==> config.mk <==
export PLATFORM = sky130hd
export DESIGN_NAME = counter_btn_ctrl_flat
export DESIGN_NICKNAME = d
export VERILOG_FILES = /design/src/rtl/counter_btn_ctrl_if.sv /design/src/rtl/counter_btn_ctrl.sv /design/src/flat_wrapper.sv
export SDC_FILE = /design/constraint.sdc
export NUM_CORES = 1
export LEC_CHECK = 0
export ABC_AREA = 1
export CAP_MARGIN = 20
export CORE_UTILIZATION = 52
export CTS_BUF_LIST = sky130_fd_sc_hd__clkbuf_16
export CTS_CLUSTER_SIZE = 8
export DETAILED_ROUTE_END_ITERATION = 12
export GPL_TIMING_DRIVEN = 0
export PLACE_DENSITY = 0.73
export RECOVER_POWER = 25
export SKIP_CTS_REPAIR_TIMING = 1
export SYNTH_ARGS = -nofsm -noshare
export SYNTH_HDL_FRONTEND = slang
export SYNTH_SLANG_ARGS = --single-unit
==> constraint.sdc <==
create_clock -name clk -period 1.51 [get_ports clk]
set_input_delay 0.302 -clock clk [delete_from_list [all_inputs] [get_ports clk]]
set_output_delay 0.302 -clock clk [all_outputs]
set_load 0.005 [all_outputs]
==> src/rtl/counter_btn_ctrl_if.sv <==
// Button-to-counter control bundle: raw push-buttons in, counter controls out.
// master drives the buttons (board/bench side); slave is the controller.
interface counter_btn_ctrl_if;
  logic       i_btn_run;
  logic       i_btn_clear;
  logic       i_btn_mode;
  logic       o_run_en;
  logic       o_clear;
  logic       o_up_down;
  logic [1:0] o_state;

  modport master (
    output i_btn_run, i_btn_clear, i_btn_mode,
    input  o_run_en, o_clear, o_up_down, o_state
  );

  modport slave (
    input  i_btn_run, i_btn_clear, i_btn_mode,
    output o_run_en, o_clear, o_up_down, o_state
  );
endinterface

==> src/rtl/counter_btn_ctrl.sv <==
// Debounces run/clear/mode buttons on a shared tick and sequences the counter STOP/RUN/CLEAR.
// Press-to-output latency: 2 sync + DB_SAMPLES*TICK_DIV + 1 clk to evt, outputs 1 clk later.
module counter_btn_ctrl #(
  parameter int TICK_DIV   = 100_000,
  parameter int DB_SAMPLES = 4
) (
  input logic               clk,
  input logic               rst,
  counter_btn_ctrl_if.slave bus
);

  localparam int            CW        = (TICK_DIV > 1) ? $clog2(TICK_DIV) : 1;
  localparam logic [CW-1:0] TICK_LAST = CW'(TICK_DIV - 1);

  typedef enum logic [1:0] {
    ST_STOP  = 2'b00,
    ST_RUN   = 2'b01,
    ST_CLEAR = 2'b10
  } state_t;

  logic [CW-1:0]         tick_cnt;
  logic                  tick;
  logic [2:0]            raw;
  logic [2:0]            sync1;
  logic [2:0]            sync2;
  logic [DB_SAMPLES-1:0] samp [3];
  logic [2:0]            level;
  logic [2:0]            level_d;
  logic [2:0]            evt;
  logic                  clear_evt;
  logic                  run_evt;
  logic                  mode_evt;
  state_t                state;
  state_t                state_nxt;
  logic                  up_down;
  logic                  up_down_nxt;
  logic                  run_en;
  logic                  clear;

  assign tick = (tick_cnt == TICK_LAST);

  always_ff @(posedge clk) begin
    if (rst) begin
      tick_cnt <= '0;
    end else if (tick) begin
      tick_cnt <= '0;
    end else begin
      tick_cnt <= tick_cnt + 1'b1;
    end
  end

  // Bit order everywhere: [0] run, [1] clear, [2] mode.
  assign raw = {bus.i_btn_mode, bus.i_btn_clear, bus.i_btn_run};

  always_ff @(posedge clk) begin
    if (rst) begin
      sync1   <= '0;
      sync2   <= '0;
      level_d <= '0;
      for (int i = 0; i < 3; i++) begin
        samp[i] <= '0;
      end
    end else begin
      sync1   <= raw;
      sync2   <= sync1;
      level_d <= level;
      if (tick) begin
        for (int i = 0; i < 3; i++) begin
          samp[i] <= {samp[i][DB_SAMPLES-2:0], sync2[i]};
        end
      end
    end
  end

  always_comb begin
    level = '0;
    for (int i = 0; i < 3; i++) begin
      level[i] = &samp[i];
    end
  end

  assign evt = level & ~level_d;

  // Fixed priority clear > run > mode; losers are dropped, not held over.
  assign clear_evt = evt[1];
  assign run_evt   = evt[0] & ~evt[1];
  assign mode_evt  = evt[2] & ~evt[1] & ~evt[0];

  always_ff @(posedge clk) begin
    if (rst) begin
      state   <= ST_STOP;
      up_down <= 1'b1;
      run_en  <= 1'b0;
      clear   <= 1'b0;
    end else begin
      state   <= state_nxt;
      up_down <= up_down_nxt;
      run_en  <= (state_nxt == ST_RUN);
      clear   <= (state_nxt == ST_CLEAR);
    end
  end

  always_comb begin
    state_nxt   = state;
    up_down_nxt = up_down;
    case (state)
      ST_STOP: begin
        if (clear_evt) begin
          state_nxt = ST_CLEAR;
        end else if (run_evt) begin
          state_nxt = ST_RUN;
        end else if (mode_evt) begin
          up_down_nxt = ~up_down;
        end
      end
      ST_RUN: begin
        if (clear_evt) begin
          state_nxt = ST_CLEAR;
        end else if (run_evt) begin
          state_nxt = ST_STOP;
        end
      end
      ST_CLEAR: state_nxt = ST_STOP;
      default:  state_nxt = ST_STOP;
    endcase
  end

  assign bus.o_run_en  = run_en;
  assign bus.o_clear   = clear;
  assign bus.o_up_down = up_down;
  assign bus.o_state   = state;

endmodule

==> src/flat_wrapper.sv <==
// flat-port wrapper written by rule: the top's interface ports become plain ports
module counter_btn_ctrl_flat 
#(
  parameter int TICK_DIV   = 100_000,
  parameter int DB_SAMPLES = 4
)
  (clk, rst, bus_i_btn_run, bus_i_btn_clear, bus_i_btn_mode, bus_o_run_en, bus_o_clear, bus_o_up_down, bus_o_state);
  counter_btn_ctrl_if bus_i ();
  input logic clk;
  input logic rst;
  input wire logic [$bits(bus_i.i_btn_run)-1:0] bus_i_btn_run;
  input wire logic [$bits(bus_i.i_btn_clear)-1:0] bus_i_btn_clear;
  input wire logic [$bits(bus_i.i_btn_mode)-1:0] bus_i_btn_mode;
  output wire logic [$bits(bus_i.o_run_en)-1:0] bus_o_run_en;
  output wire logic [$bits(bus_i.o_clear)-1:0] bus_o_clear;
  output wire logic [$bits(bus_i.o_up_down)-1:0] bus_o_up_down;
  output wire logic [$bits(bus_i.o_state)-1:0] bus_o_state;
  assign bus_i.i_btn_run = bus_i_btn_run;
  assign bus_i.i_btn_clear = bus_i_btn_clear;
  assign bus_i.i_btn_mode = bus_i_btn_mode;
  assign bus_o_run_en = bus_i.o_run_en;
  assign bus_o_clear = bus_i.o_clear;
  assign bus_o_up_down = bus_i.o_up_down;
  assign bus_o_state = bus_i.o_state;
  counter_btn_ctrl #(.TICK_DIV(TICK_DIV), .DB_SAMPLES(DB_SAMPLES)) u_core (.clk(clk), .rst(rst), .bus(bus_i));
endmodule
==> flow_metrics.env, run 1 <==
export IMPL_outcome="completed"
export IMPL_routed_wire_length_per_instance_um=11.07
export IMPL_crit_buf_inv=1
export IMPL_critical_path_class="reg2out"
export IMPL_routed_via_count=1402
export IMPL_worst_path_max_delay_cell="clkdlybuf4s50_1"
export IMPL_setup_viol_count_final=0
export IMPL_power_density_cell_area_nw_per_um2=1205
export IMPL_timing_max_cap_violations=0
export IMPL_maximum_buffer_depth_of_the_clock_tree=2
export IMPL_ios=10
export IMPL_io_buffers=9
export IMPL_min_delay_path_depth=2
export IMPL_global_route_overflow_total=0
export IMPL_filler_cell_count=268
export IMPL_cts_inserted_buffers=5
export IMPL_top_library_cells_by_usage_in_the_layout_fill_and_taps_aside="nor2_1, nand2_1, inv_1, dfxtp_1, edfxtp_1"
export IMPL_detailed_place_hpwl_mm=2.116
export IMPL_drt_iter0_markers=86
export IMPL_cts_root_buffer="clkbuf_16"
export IMPL_max_slew_margin_rel_pct=69.70
export IMPL_cp_max_fo=5
export IMPL_hp_class="reg2reg"
export IMPL_timing_hold_violations_final=0
export IMPL_worst_setup_path_start_kind="flop"
export IMPL_worstPathCellList="clkdlybuf4s50_1"
export IMPL_core_region_area_um2=3390
export IMPL_slew_viol_final=0
export IMPL_initial_antenna_violation_count=0
export IMPL_fp_dieH_um=61.98
export IMPL_min_to="u_core.sync2[1]"
export IMPL_fin_crit_period_ns=1.461
export IMPL_grt_pass1_vias=1164
export IMPL_cell_types_occupying_the_most_area_after_synthesis="dfxtp_1, edfxtp_1, nor2_1"
export IMPL_maxClockFrequency_mhz=684.5
export IMPL_worst_pin_slew_ns=0.4544
export IMPL_detailedRoute_firstPassIterationCount=4
export IMPL_h_tree_depth=2
export IMPL_die_width_um=61.98
export IMPL_antenna_left=0
export IMPL_path_clk_slew_ns=0.06
export IMPL_critPathMaxStageDelay_ns=0.51
export IMPL_clock_sinks=43
export IMPL_gp_congestion=0.8158
export IMPL_crit_path_end_kind="output pin"
export IMPL_r2r_cells=6
export IMPL_clock_insertion_delay_worst_skew_ns=0.29
export IMPL_grt_start_max_net_pins=22
export IMPL_dp_cells=280
export IMPL_detailed_route_drc_error_count=0
export IMPL_starting_utilization_of_the_core_area_pct=55.19
export IMPL_gate_count_of_the_mapped_netlist=225
export IMPL_num_antenna_cells=0
export IMPL_rsz_0062_raised_after_global_routing="no"
export IMPL_finalWirelength_mm=3.231
export IMPL_tritoncts="yes"
export IMPL_mappedNetlistArea_um2=1871
export IMPL_ys_ff_latch=43
export IMPL_synthesis_yosys_warnings=0
export IMPL_postSynthNetCount=231
export IMPL_yosys_area_top_type="dfxtp_1"
export IMPL_area_growth_syn_to_layout_pct=21.61
export IMPL_cp_data_required_time_ns=1.21
export IMPL_ys_seq_area_share_pct=52.44
export IMPL_synthDominantCellAreaShare_pct=33.18
export IMPL_finalClockSkew_ns=0.003699
export IMPL_layout_cells_most_common="nor2_1"
export IMPL_critical_path_arrival_ns=1.16
export IMPL_worst_r2r_src="u_core.tick_cnt[1]"
export IMPL_total_die_area_um2=3841
export IMPL_p_leak_nw=0.8438
export IMPL_period_share_pct=96.75
export IMPL_r2r_setup_slack_ns=0.05
export IMPL_design_power_total_mw=2.740
export IMPL_crit_reg2reg_capture="u_core.samp[0][9]"
export IMPL_route_detailed_vias_per_inst=4.801
export IMPL_post_synth_num_cell_types=26
export IMPL_mean_syn_cell_area_um2=8.314
export IMPL_timing_critical_path_max_delay_family="buffers and inverters"
export IMPL_core_rowCount=21
export IMPL_grt_pass1_wl_mm=5.078
export IMPL_fin_nets=251
export IMPL_finalNonFillerCells=292
export IMPL_layout_drive_gt1_share_pct=18.29
export IMPL_grt_usage_pct=19.05
export IMPL_hold_path_startpoint="u_core.sync1[1]"
export IMPL_max_vdd_ir_drop_uv=770.0
per-stage QoR:
stage	setup WS (ns)	hold WS [ns]	cell area (um2)	setup TNS, ns	utilization, %
floorplan	0.01225	0.3802	1871	0	-
global placement	-0.1641	0.3908	2018	-3.024	59.54
detailed placement	-0.1676	0.3973	2018	-3.247	59.54
CTS	-0.1364	0.4071	2211	-1.631	65.23
global route	0.002860	0.4318	2275	0	67.11
finish	0.04904	0.4070	2275	0	67.11
registers in the layout (all words and copies together) (netlist names):
register	count
u_core.bus.o_state	2
u_core.bus.o_up_down	1
u_core.bus.o_clear	1
u_core.level_d	3
u_core.sync2	3
u_core.samp	12
u_core.tick_cnt	17
u_core.bus.o_run_en	1
u_core.sync1	3
metal layers:
layer / wire length (um) / vias to the layer above / GRT usage (%)
li1: - / 733 / -
met4: 79 / 0 / 8.571
met5: 0 / - / 0
met1: 1588 / 643 / 24.90
met2: 1439 / 17 / 27.36
met3: 123 / 9 / 8.075
synth_stat cells (all sizes together):
master,count
nor2,54
inv,34
nand4,5
clkbuf,1
or2,5
nor3,4
edfxtp,12
dfxtp,31
ha,1
xor2,2
a21oi,11
nand2,46
nand3b,1
buf,2
nand3,10
xnor2,3
o21ai,3
cells by family (layout without fill, tap and decap cells):
group / after synthesis / count (layout) / share of synthesized area [%]
xor gates and xnor gates: 5 / 5 / 2.342
adders and majority gates: 1 / 1 / 0.6688
and+or+nand+nor: 125 / 125 / 31.50
AOI/OAI and AO/OA: 14 / 14 / 4.348
DFF: 43 / 43 / 52.44
buffers and inverters: 37 / 58 / 8.695
worst min-delay path, cell delays in order, from the launching register on:
cell and delay [ns]:
dfxtp_1 0.30, inv_1 0.04, nor2_1 0.03
where the power goes:
group / internal, mW / switching [mW]
combinational: 0.0515 / 0.0554
clock: 0.947 / 0.445
sequential: 1.22 / 0.0223
worst max path at each step:
stage                                startpoint                end  slack [ns]  cells past startpoint
after floorplan              u_core.tick_cnt[0]  u_core.samp[0][0]        0.01                      6
after global placement                      rst  u_core.samp[0][8]       -0.16                      4
after detailed placement                    rst  u_core.samp[0][6]       -0.17                      4
after CTS                    u_core.tick_cnt[0]  u_core.samp[0][0]       -0.14                      6
after global routing         u_core.tick_cnt[1]  u_core.samp[0][9]       0.003                      6
final                     u_core.bus.o_state[1]     bus_o_state[1]        0.05                      1
layout make-up:
cell class,count,area (um2),share of cell area [%]
flip-flops and latches,43,991.0,43.56
multi-input cells,145,733.2,32.23
repair buffers,13,137.6,6.051
inverters,34,127.6,5.611
clock buffers,5,125.1,5.501
clock inverters,3,67.56,2.970
well taps,46,57.56,2.530
plain buffers,3,35.03,1.540
Power figures use the tool's default switching activity.
==> run 2: changes to the inputs <==
Settings changed: ABC_AREA 1 to unset, CORE_UTILIZATION 52 to 60, CTS_BUF_LIST sky130_fd_sc_hd__clkbuf_16 to sky130_fd_sc_hd__clkbuf_2, PLACE_DENSITY 0.73 to 0.8.
Clock period 1.51 ns to 1.52 ns, I/O delays scaled along.
==> flow_metrics.env, run 2 <==
export IMPL_outcome="finished with violations"
export IMPL_violations_in_the_final_reports="negative setup slack"
export IMPL_starting_utilization_of_the_core_area_pct=65.44
export IMPL_detailed_route_drc_error_count=0
export IMPL_cp_max_fo=10
export IMPL_grt_pass1_wl_mm=4.312
export IMPL_cts_root_buffer="clkbuf_2"
export IMPL_core_region_area_um2=2545
export IMPL_initial_antenna_violation_count=0
export IMPL_postSynthNetCount=158
export IMPL_worstPathCellList="nand2b_1 -> or4_4 -> o21bai_4 -> clkbuf_16"
export IMPL_cts_inserted_buffers=5
export IMPL_synth_area_mux_share_pct=0
export IMPL_worst_r2r_src="u_core.tick_cnt[8]"
export IMPL_crit_path_end_kind="flop"
export IMPL_critical_path_class="reg2reg"
export IMPL_top_library_cells_by_usage_in_the_layout_fill_and_taps_aside="nor2_1, dfxtp_1, and2_1, edfxtp_1"
export IMPL_grt_pass1_vias=988
export IMPL_gp_congestion=0.8776
export IMPL_finalWirelength_mm=3.026
export IMPL_power_density_cell_area_nw_per_um2=887.3
export IMPL_synthesis_yosys_warnings=0
export IMPL_antenna_left=0
export IMPL_timing_critical_path_max_delay_family="simple AND/OR/NAND/NOR gates"
export IMPL_fin_nets=186
export IMPL_layout_drive_gt1_share_pct=21.55
export IMPL_dp_cells=191
export IMPL_worst_path_max_delay_cell="or4_4"
export IMPL_clock_sinks=43
export IMPL_h_tree_depth=2
export IMPL_core_rowCount=18
export IMPL_fp_dieH_um=54.69
export IMPL_ys_ff_latch=43
export IMPL_max_vdd_ir_drop_uv=852.9
export IMPL_route_detailed_vias_per_inst=5.621
export IMPL_slew_viol_final=0
export IMPL_synthDominantCellAreaShare_pct=37.27
export IMPL_critPathMaxStageDelay_ns=0.55
export IMPL_synth_adder_area_share_pct=0.7513
export IMPL_period_share_pct=122.5
export IMPL_synth_simple_area_share_pct=28.70
export IMPL_gate_count_of_the_mapped_netlist=152
export IMPL_hold_path_startpoint="u_core.bus.o_state[1]"
export IMPL_area_growth_syn_to_layout_pct=21.64
export IMPL_finalClockSkew_ns=0.02857
export IMPL_routed_wire_length_per_instance_um=14.34
export IMPL_fin_tns_setup_ns=-10.11
export IMPL_fin_ws_ns=-0.3420
export IMPL_finalNonFillerCells=211
export IMPL_synth_edff_count=12
export IMPL_timing_critical_path_depth=4
export IMPL_crit_buf_inv=1
export IMPL_num_antenna_cells=0
export IMPL_max_reg_flops=17
export IMPL_clock_insertion_delay_worst_skew_ns=0.41
export IMPL_cp_data_required_time_ns=1.69
export IMPL_synth_ff_type="dfxtp_1"
export IMPL_min_delay_path_depth=1
export IMPL_die_width_um=54.69
export IMPL_mean_syn_cell_area_um2=10.96
export IMPL_detailed_place_hpwl_mm=1.889
export IMPL_timing_hold_violations_final=0
export IMPL_largestRegisters="u_core.tick_cnt: 17 flops, u_core.samp: 12 flops"
export IMPL_compound_cell_area_share_of_the_yosys_netlist_pct=1.653
export IMPL_drt_iter0_markers=39
export IMPL_largest_register="u_core.tick_cnt"
export IMPL_r2r_cells=4
export IMPL_maxClockFrequency_mhz=537.1
export IMPL_post_synth_num_cell_types=27
export IMPL_ys_async_sr_fraction_pct=0
export IMPL_yosys_area_share_xor_xnor_pct=8.415
export IMPL_max_slew_margin_rel_pct=71.68
export IMPL_tritoncts="yes"
export IMPL_fin_crit_period_ns=1.862
export IMPL_global_route_overflow_total=0
export IMPL_synth_most_common_cell="dfxtp_1"
export IMPL_rsz_0062_raised_after_global_routing="yes"
export IMPL_p_leak_nw=0.7833
export IMPL_grt_usage_pct=21.37
export IMPL_ys_seq_area_share_pct=58.90
export IMPL_detailedRoute_firstPassIterationCount=4
export IMPL_timing_max_cap_violations=0
export IMPL_grt_start_max_net_pins=22
export IMPL_total_die_area_um2=2990
export IMPL_io_buffers=9
export IMPL_synth_top_cells_by_count="dfxtp_1, nor2_1, and2_1, edfxtp_1, xnor2_1"
export IMPL_setup_viol_count_final=42
export IMPL_yosys_area_top_type="dfxtp_1"
export IMPL_worst_pin_slew_ns=0.4248
export IMPL_maximum_buffer_depth_of_the_clock_tree=2
export IMPL_cell_types_occupying_the_most_area_after_synthesis="dfxtp_1, edfxtp_1, xnor2_1"
export IMPL_critical_path_arrival_ns=2.03
export IMPL_path_clk_slew_ns=0.22
export IMPL_routed_via_count=1186
export IMPL_ios=10
export IMPL_layout_cells_most_common="nor2_1"
export IMPL_worst_setup_path_startpoint="u_core.tick_cnt[8]"
export IMPL_worst_setup_path_start_kind="flop"
export IMPL_hp_class="reg2reg"
export IMPL_synth_top_family_by_area="simple AND/OR/NAND/NOR gates"
export IMPL_mappedNetlistArea_um2=1665
==> run 2: worst paths after layout <==
check	to	slack [ns]
setup / recovery	u_core.samp[0][1]	-0.34
hold / removal	u_core.bus.o_state[0]	0.44
setup reg to reg	u_core.samp[0][1]	-0.34
hold reg to reg	u_core.bus.o_state[0]	0.44
==> run 2: per-layer routing <==
layer | vias to the layer above | part of all wire, % | GRT usage (%)
met5 | - | 0 | 0
met3 | 8 | 4.4 | 8.889
met4 | 0 | 1.5 | 9.829
met1 | 558 | 46 | 26.86
met2 | 29 | 48 | 31.53
li1 | 591 | - | -
==> run 2: cell type report <==
class	count	area [um2]
Buffer	3	31.28
Multi-Input combinational cell	105	683.2
Timing Repair Buffer	21	227.7
Clock inverter	2	8.758
Sequential cell	43	1003
Inverter	1	3.754
Fill cell	160	519.2
Clock buffer	6	30.03
Tap cell	30	37.54
==> run 2: per-stage QoR <==
stage               utilization (%)  power [mW]  hold WS, ns  setup slack, ns  area [um2]
floorplan                         -       1.302       0.3756          -0.2375        1693
global placement              71.53       1.333       0.4213          -0.3845        1821
detailed placement            71.53       1.337       0.4337          -0.3854        1821
CTS                           73.06       1.776       0.4254          -0.4104        1859
global route                  79.60       1.869       0.4208          -0.3826        2026
finish                        79.60       1.797       0.4363          -0.3420        2026
==> run 2: worst reg2reg max path, delay by kind of cell, from the launching register on <==
| kind | cells | cell delay (ns) |
|---|---|---|
| compound gates | 1 | 0.32 |
| buf+inv | 1 | 0.23 |
| flops | 1 | 0.40 |
| simple gates | 2 | 0.71 |
==> run 2: logic make-up (layout without fill, tap and decap cells) <==
logic type / count (synthesis) / in the layout
adder cells (fa/ha/maj): 1 / 1
flip-flops: 43 / 43
buffers and inverters: 4 / 33
AND/OR/NAND/NOR: 86 / 86
XOR/XNOR: 16 / 16
AO/OA/AOI/OAI: 2 / 2
==> run 2: power by group <==
| part | switching, mW | internal, mW |
|---|---|---|
| logic | 0.0450 | 0.0626 |
| registers | 0.0233 | 1.21 |
| clock network | 0.342 | 0.113 |
| total | 0.410 | 1.39 |
==> run 3: changes to the inputs <==
Settings changed: CELL_PAD_IN_SITES_DETAIL_PLACEMENT set to 1, CELL_PAD_IN_SITES_GLOBAL_PLACEMENT set to 2, CORE_UTILIZATION 60 to 36, PLACE_DENSITY 0.8 to unset, PLACE_DENSITY_LB_ADDON set to 0.1.
Clock period 1.52 ns to 1.6 ns, I/O delays scaled along.
==> flow_metrics.env, run 3 (synthesized netlist as in run 2, its figures left out) <==
export IMPL_design_power_total_mw=1.935
export IMPL_r2r_setup_slack_ns=-0.32
export IMPL_global_route_overflow_total=0
export IMPL_p_comb_share_pct=5.4
export IMPL_placedInstanceArea_um2=1848
export IMPL_slew_viol_final=0
export IMPL_crit_path_end_kind="flop"
export IMPL_detailed_place_hpwl_mm=2.261
export IMPL_final_util_pct=47.53
export IMPL_crit_reg2reg_capture="u_core.samp[0][10]"
export IMPL_critPathMaxStageDelay_ns=0.56
export IMPL_rsz_0062_raised_after_global_routing="yes"
export IMPL_maxClockFrequency_mhz=522.0
export IMPL_grt_pass1_wl_mm=5.651
export IMPL_period_share_pct=119.7
export IMPL_worst_pin_slew_ns=0.4573
export IMPL_clock_sinks=43
export IMPL_max_reg_flops=17
export IMPL_antenna_left=0
export IMPL_outcome="finished with violations"
export IMPL_tritoncts="yes"
export IMPL_setup_worst_path_end="u_core.samp[0][10]"
export IMPL_worst_setup_path_startpoint="u_core.tick_cnt[8]"
export IMPL_worst_path_max_delay_cell="or4_4"
export IMPL_cts_inserted_buffers=5
export IMPL_grt_pass1_vias=1142
export IMPL_maximum_buffer_depth_of_the_clock_tree=2
export IMPL_p_leak_nw=0.7916
export IMPL_power_frac_clock_pct=34.1
export IMPL_finalWirelength_mm=3.446
export IMPL_core_rowCount=24
export IMPL_num_antenna_cells=0
export IMPL_critical_path_class="reg2reg"
export IMPL_timing_hold_violations_final=0
export IMPL_routed_wire_length_per_instance_um=14.85
export IMPL_io_buffers=9
export IMPL_setup_viol_count_final=41
export IMPL_fin_nets=185
export IMPL_gp_congestion=0.7224
export IMPL_worst_setup_path_start_kind="flop"
export IMPL_largest_register="u_core.tick_cnt"
export IMPL_initial_antenna_violation_count=0
export IMPL_violations_in_the_final_reports="negative setup slack"
export IMPL_h_tree_depth=2
export IMPL_timing_critical_path_depth=4
export IMPL_crit_buf_inv=1
export IMPL_fin_tns_setup_ns=-7.807
export IMPL_starting_utilization_of_the_core_area_pct=37.73
export IMPL_route_detailed_vias_per_inst=5.134
export IMPL_drt_iter0_markers=38
export IMPL_detailedPlace_worstSlack_ns=-0.3744
export IMPL_final_area_um2=2098
export IMPL_grt_start_max_net_pins=22
export IMPL_timing_max_cap_violations=0
export IMPL_area_growth_syn_to_layout_pct=26.00
export IMPL_die_width_um=70.02
export IMPL_ios=10
export IMPL_cts_root_buffer="clkbuf_2"
export IMPL_detailed_route_drc_error_count=0
export IMPL_net_switching_power_mw=0.4531
export IMPL_grt_usage_pct=14.90
export IMPL_critical_path_arrival_ns=2.10
export IMPL_top_library_cells_by_usage_in_the_layout_fill_and_taps_aside="nor2_1, dfxtp_1, and2_1, edfxtp_1, xnor2_1"
export IMPL_r2r_cells=4
export IMPL_fp_dieH_um=70.02
export IMPL_cp_data_required_time_ns=1.78
export IMPL_detailedRoute_firstPassIterationCount=4
export IMPL_clock_insertion_delay_worst_skew_ns=0.42
export IMPL_core_region_area_um2=4414
export IMPL_fin_ws_ns=-0.3156
export IMPL_worst_r2r_src="u_core.tick_cnt[8]"
export IMPL_filler_cell_count=493
export IMPL_total_die_area_um2=4902
export IMPL_layout_drive_gt1_share_pct=22.78
export IMPL_hp_class="in2reg"
export IMPL_power_density_cell_area_nw_per_um2=922.3
export IMPL_cp_max_fo=7
export IMPL_finalClockSkew_ns=0.01359
export IMPL_max_vdd_ir_drop_uv=367.5
export IMPL_timing_critical_path_max_delay_family="simple AND/OR/NAND/NOR gates"
export IMPL_routed_via_count=1191
export IMPL_worstPathCellList="nand2b_1 -> or4_4 -> o21bai_4 -> clkbuf_16"
export IMPL_sequentialPowerShare_pct=60.5
export IMPL_power_report_internal_total_mw=1.482
export IMPL_switching_portion_of_total_power_pct=23.41
export IMPL_path_clk_slew_ns=0.24
export IMPL_fin_crit_period_ns=1.916
export IMPL_largestRegisters="u_core.tick_cnt: 17 flops, u_core.samp: 12 flops"
export IMPL_max_slew_margin_rel_pct=69.52
-- run 3: power by group through the flow --
stage | Sequential (mW) | Combinational (mW) | Clock (mW)
final | 1.17 | 0.105 | 0.659
after global routing | 1.18 | 0.116 | 0.735
after CTS | 1.18 | 0.0751 | 0.688
after detailed placement | 1.20 | 0.0749 | 0
after global placement | 1.20 | 0.0723 | 0
after floorplan | 1.19 | 0.0444 | 0
-- run 3: how the worst min path moves through the flow --
| stage | start | to | slack (ns) | cells after the start |
|---|---|---|---|---|
| floorplan | rst | u_core.sync1[0] | 0.39 | 1 |
| global placement | u_core.sync1[2] | u_core.sync2[2] | 0.42 | 1 |
| detailed placement | u_core.sync1[2] | u_core.sync2[2] | 0.43 | 1 |
| CTS | bus_i_btn_mode | u_core.sync1[2] | 0.38 | 2 |
| global route | bus_i_btn_run | u_core.sync1[0] | 0.37 | 2 |
| finish | bus_i_btn_mode | u_core.sync1[2] | 0.41 | 2 |
-- run 3: through the flow --
| stage | cells | hold WS, ns |
|---|---|---|
| 3_5_place_dp | 213 | 0.4320 |
| 6_report | 232 | 0.4107 |
| 2_1_floorplan | 152 | 0.3916 |
| 3_3_place_gp | 213 | 0.4189 |
| 5_1_grt | 232 | 0.3687 |
| 4_1_cts | 221 | 0.3754 |
-- run 3: per-layer routing --
layer / up-vias / track usage, % / routed length, um
li1: 592 / - / -
met1: 577 / 20.33 / 1689
met2: 15 / 21.79 / 1597
met3: 7 / 4.329 / 99
met4: 0 / 6.667 / 59
met5: - / 0 / 0
-- run 3: area by class of cell --
type,count,area (um2),share of cell area (%)
plain buffers,3,35.03,1.670
clock buffers,5,25.02,1.193
clock inverters,3,47.55,2.266
inverters,1,3.754,0.1789
multi-input cells,105,714.4,34.05
flip-flops and latches,43,1001,47.70
well taps,52,65.06,3.101
repair buffers,20,206.4,9.839
